File: config.mk
export PLATFORM = sky130hd
export DESIGN_NAME = serial_add_ctrl
export DESIGN_NICKNAME = d
export VERILOG_FILES = /design/src/rtl/serial_add_ctrl.sv
export SDC_FILE = /design/constraint.sdc
export NUM_CORES = 1
export LEC_CHECK = 0
export BUFFER_PORTS_ARGS = -buffer_cell sky130_fd_sc_hd__buf_4
export CAP_MARGIN = 20
export CORE_ASPECT_RATIO = 1.1
export CORE_MARGIN = 1
export CORE_UTILIZATION = 58
export DETAILED_ROUTE_END_ITERATION = 12
export GPL_ROUTABILITY_DRIVEN = 0
export MAX_ROUTING_LAYER = met4
export PLACE_DENSITY = 0.92
export SKIP_CTS_REPAIR_TIMING = 1
export SKIP_LAST_GASP = 1
export SLEW_MARGIN = 0
export SYNTH_ARGS = -nofsm -noshare
export SYNTH_HDL_FRONTEND = slang
export SYNTH_SLANG_ARGS = --single-unit
File: constraint.sdc
create_clock -name clk -period 6.4 [get_ports clk]
set_input_delay 1.28 -clock clk [delete_from_list [all_inputs] [get_ports clk]]
set_output_delay 1.28 -clock clk [all_outputs]
set_load 0.05 [all_outputs]
File: src/rtl/serial_add_ctrl.sv
// serial_add_ctrl: nibble-serial multi-precision add/subtract sequencer.
// Latches two W-bit operands (W = 4*NIBBLES) on start and pushes them one
// nibble per clock, LSB first, through a single 4-bit adder slice. A carry
// register chains the nibbles. The result, carry and signed overflow are
// reported together with a one-cycle done pulse.
//
// Ports:
//   clk        system clock, rising edge
//   rst_n      synchronous active-low reset
//   start      operation request, honoured in IDLE or DONE only
//   sub        0 = a+b, 1 = a-b (latched with the operands)
//   a, b       W-bit operands
//   busy       high while nibbles are being processed
//   done       one-cycle pulse; result/carry_out/overflow valid from here on
//   result     W-bit sum/difference, held until the next accept
//   carry_out  carry out of the MSB nibble (subtract: 1 = no borrow)
//   overflow   two's-complement overflow of the full-width operation

// addition: 4-bit adder slice.
// Ports: a, b, carry_in -> y, carry_out, overflow (carry into bit 3 ^ carry out).
module addition (
  input  logic [3:0] a,
  input  logic [3:0] b,
  input  logic       carry_in,
  output logic [3:0] y,
  output logic       carry_out,
  output logic       overflow
);
  logic [4:0] sum;

  assign sum       = {1'b0, a} + {1'b0, b} + {4'b0000, carry_in};
  assign y         = sum[3:0];
  assign carry_out = sum[4];
  // The carry into bit 3 is recovered from that bit's sum: a3 ^ b3 ^ y3.
  assign overflow  = (a[3] ^ b[3] ^ sum[3]) ^ sum[4];
endmodule

// state | meaning
// IDLE  | waiting for start
// RUN   | processing nibble idx (0..NIBBLES-1)
// DONE  | one cycle, result valid, done asserted
module serial_add_ctrl #(
  parameter int NIBBLES = 4
) (
  input  logic                   clk,
  input  logic                   rst_n,
  input  logic                   start,
  input  logic                   sub,
  input  logic [4*NIBBLES-1:0]   a,
  input  logic [4*NIBBLES-1:0]   b,
  output logic                   busy,
  output logic                   done,
  output logic [4*NIBBLES-1:0]   result,
  output logic                   carry_out,
  output logic                   overflow
);
  localparam int IDX_W = (NIBBLES > 1) ? $clog2(NIBBLES) : 1;

  typedef enum logic [1:0] {IDLE, RUN, DONE} state_t;

  state_t                   state, state_nxt;
  logic [IDX_W-1:0]         idx;
  logic [NIBBLES-1:0][3:0]  a_q, b_q, res_q;
  logic                     sub_q, carry_q;
  logic                     accept, last;
  logic [3:0]               slice_b, slice_y;
  logic                     slice_co, slice_ov;

  assign accept  = start && (state == IDLE || state == DONE);
  assign last    = (idx == IDX_W'(NIBBLES - 1));
  // Subtraction as a + ~b + 1: the +1 enters through the carry register on accept.
  assign slice_b = sub_q ? ~b_q[idx] : b_q[idx];

  addition u_slice (
    .a         (a_q[idx]),
    .b         (slice_b),
    .carry_in  (carry_q),
    .y         (slice_y),
    .carry_out (slice_co),
    .overflow  (slice_ov)
  );

  always_ff @(posedge clk) begin
    if (!rst_n) state <= IDLE;
    else        state <= state_nxt;
  end

  always_comb begin
    state_nxt = state;
    case (state)
      IDLE:    if (start) state_nxt = RUN;
      RUN:     if (last)  state_nxt = DONE;
      DONE:    state_nxt = start ? RUN : IDLE;
      default: state_nxt = IDLE;
    endcase
  end

  always_ff @(posedge clk) begin
    if (!rst_n) begin
      idx       <= '0;
      carry_q   <= 1'b0;
      sub_q     <= 1'b0;
      a_q       <= '0;
      b_q       <= '0;
      res_q     <= '0;
      carry_out <= 1'b0;
      overflow  <= 1'b0;
    end else if (accept) begin
      a_q       <= a;
      b_q       <= b;
      sub_q     <= sub;
      idx       <= '0;
      carry_q   <= sub;
      res_q     <= '0;
      carry_out <= 1'b0;
      overflow  <= 1'b0;
    end else if (state == RUN) begin
      res_q[idx] <= slice_y;
      carry_q    <= slice_co;
      idx        <= last ? '0 : idx + 1'b1;
      if (last) begin
        carry_out <= slice_co;
        overflow  <= slice_ov;
      end
    end
  end

  assign busy   = (state == RUN);
  assign done   = (state == DONE);
  assign result = res_q;
endmodule
==> flow_summary.json <==
{
  "status": "complete, no violations",
  "setup_slack_ps": 3260,
  "clkLatencyLatePin_ps": 310,
  "avgViaCountPerCell": 5.36,
  "p_leak_nw": 1.24,
  "finalCritPeriodShare_pct": 49.1,
  "antenna_found_initial": 0,
  "dp_hpwl_um": 3480,
  "grt_max_degree": 38,
  "syn_inst": 276,
  "cts_sinks": 56,
  "drtPass1Iterations": 4,
  "ys_ff_latch": 56,
  "drive_above_1_share_pct": 25.0,
  "max_slew_margin_pct": 61.3,
  "dieWidth_um": 65.2,
  "drv_cap": 0,
  "fmax_mhz": 318,
  "instances_no_fill": 372,
  "worstHoldPathType": "register to register",
  "crit_path_start_kind": "register",
  "cp.required_ps": 6600,
  "setup_violations": 0,
  "post_synth_num_cell_types": 33,
  "ctsLongestPathBuffers": 2,
  "grt_setup_unrepaired": "no",
  "wl_um": 5120,
  "p_per_area_nw_per_um2": 248,
  "num_rows": 24,
  "grt_pass1_vias": 1999,
  "htreeDepth": 2,
  "nFillCells": 302,
  "synth_edf_count": 0,
  "cp_max_fo": 11,
  "worstSetupPathType": "register to register",
  "cts_inserted_buffers": 5,
  "fin_worst_skew_ps": 9.88,
  "cp.arrival_ps": 3340,
  "async_flop_share_pct": 0,
  "root_buffer": "clkbuf_8",
  "dr.first_iter.drc_count": 144,
  "grt_usage_pct": 25.9,
  "syn_area_per_cell_sq_um": 9.23,
  "grt-ovfl-total": 0,
  "final_util_pct": 74.3,
  "detail-route-antenna-nets": 0,
  "total_power_mw": 0.754,
  "syn_area_sq_um": 2550,
  "ios": 56,
  "fp.coreArea_sq_um": 4080,
  "syn-num-nets": 321,
  "place_inst": 365,
  "die_area_sq_um": 4660,
  "clk_pin_slew_ps": 90,
  "synthFlopType": "dfxtp_1",
  "num_vias": 1993,
  "drcViolationCount": 0,
  "tightest_slew_ps": 580,
  "setup_tns_ps": 0,
  "hold_viol": 0,
  "cts_tree": "built",
  "ys_seq_area_share_pct": 44.0,
  "synthToLayoutAreaGrowth_pct": 19.1,
  "wl_per_cell_um": 13.8,
  "initial_core_util_pct": 62.4,
  "nNetsFinal": 365,
  "grt_pass1_wl_um": 9000,
  "synth-warning-count": 0,
  "maxSlewViolCount": 0,
  "diodes": 0,
  "layout_min_cycle_time_ps": 3140,
  "io_buffers": 55,
  "crit_path_end_kind": "register",
  "preCtsSetupSlack_ps": 3360,
  "ir_drop_uv": 156,
  "die_y_um": 71.5
}
==> metal layers <==
metal	wire length (um)	part of all wire (%)	vias up	GRT usage [%]
met5	0	0	-	-
li1	-	-	1007	-
met2	2670	52	49	43.9
met4	78	1.5	0	8.94
met3	180	3.5	10	5.57
met1	2190	43	927	30.0
==> worst max-delay path: stages, from the launching register on <==
cell and delay (ps):
dfxtp_1 690, mux4_2 600, xnor2_1 230, fa_1 240, inv_1 70, fa_1 410, a21o_1 210, a21oi_1 310
mux2_2 230, a21oi_1 60
==> registers in the layout (all words and copies together), names as in the netlist <==
signal,flops
idx,2
a_q,16
sub_q,1
state,2
result,16
carry_q,1
overflow,1
b_q,16
carry_out,1
==> cell usage in the layout (no fill, tap or decap), types with 3 or more instances in the layout <==
master    netlist  layout
nand2_1        80      80
a21boi_0       33      33
clkbuf_8        0       5
a21oi_1        10      10
dfxtp_1        56      56
buf_4           5      56
o31ai_1         4       4
nand3_1         4       4
ha_1            7       7
xnor2_1         3       3
o21ai_0         3       3
inv_1           5       5
nor2_1         14      14
mux4_2          8       8
xor2_1          4       4
a211oi_1        7       7
==> power breakdown <==
part,switching (mW),total [mW],internal (mW)
clock,0.110,0.264,0.154
sequential,0.0111,0.375,0.364
combinational,0.0640,0.114,0.0499
total,0.185,0.754,0.568
==> cell type report <==
type                       instances  area, sq um  area share, %
multi-input combinational        196         1280           42.2
sequential                        56         1120           36.9
timing repair buffer              56          420           13.8
clock buffer                       5         68.8           2.27
tap                               52         65.1           2.14
clock inverter                     2         60.1           1.98
inverter                           5         18.8          0.618
==> path summary, 6_finish.rpt <==
kind | startpoint | endpoint | slack [ps] | cells past startpoint
worst max-delay path | idx[0] | carry_q | 3260 | 9
worst min-delay path | b_q[1] | b_q[1] | 460 | 2
worst max register to register | idx[0] | carry_q | 3260 | 9
worst min register to register | b_q[1] | b_q[1] | 460 | 2
==> cell usage after synthesis (all sizes together) (3+ instances only) <==
cell,n,area share [%]
xor2,4,1.4
buf,15,4.4
a211oi,9,3.0
nor2,14,2.1
o21ai,3,0.59
a21oi,10,2.0
ha,7,3.4
o31ai,4,1.2
inv,5,0.74
and2,5,1.4
xnor2,3,1.0
mux4,8,7.1
a21boi,33,9.7
clkbuf,4,0.59
nand3,4,0.79
nand2,81,12
dfxtp,56,44
==> through the flow <==
stage               cell area [sq um]  hold slack (ps)
floorplan                        2550              440
global placement                 2910              449
detailed placement               2910              455
CTS                              3040              468
global route                     3040              492
finish                           3040              465
==> kinds of logic (layout without fill, tap and decap cells) <==
family | count (synthesis) | count (layout) | synth area share, %
AO/OA/AOI/OAI | 61 | 61 | 17.1
XOR/XNOR | 7 | 7 | 2.41
adder cells (fa/ha/maj) | 9 | 9 | 5.01
buffers and inverters | 24 | 68 | 5.74
flip-flops | 56 | 56 | 44.0
multiplexers | 9 | 9 | 7.51
AND/OR/NAND/NOR | 110 | 110 | 18.3
No activity file was read; power rests on OpenSTA's default activity.
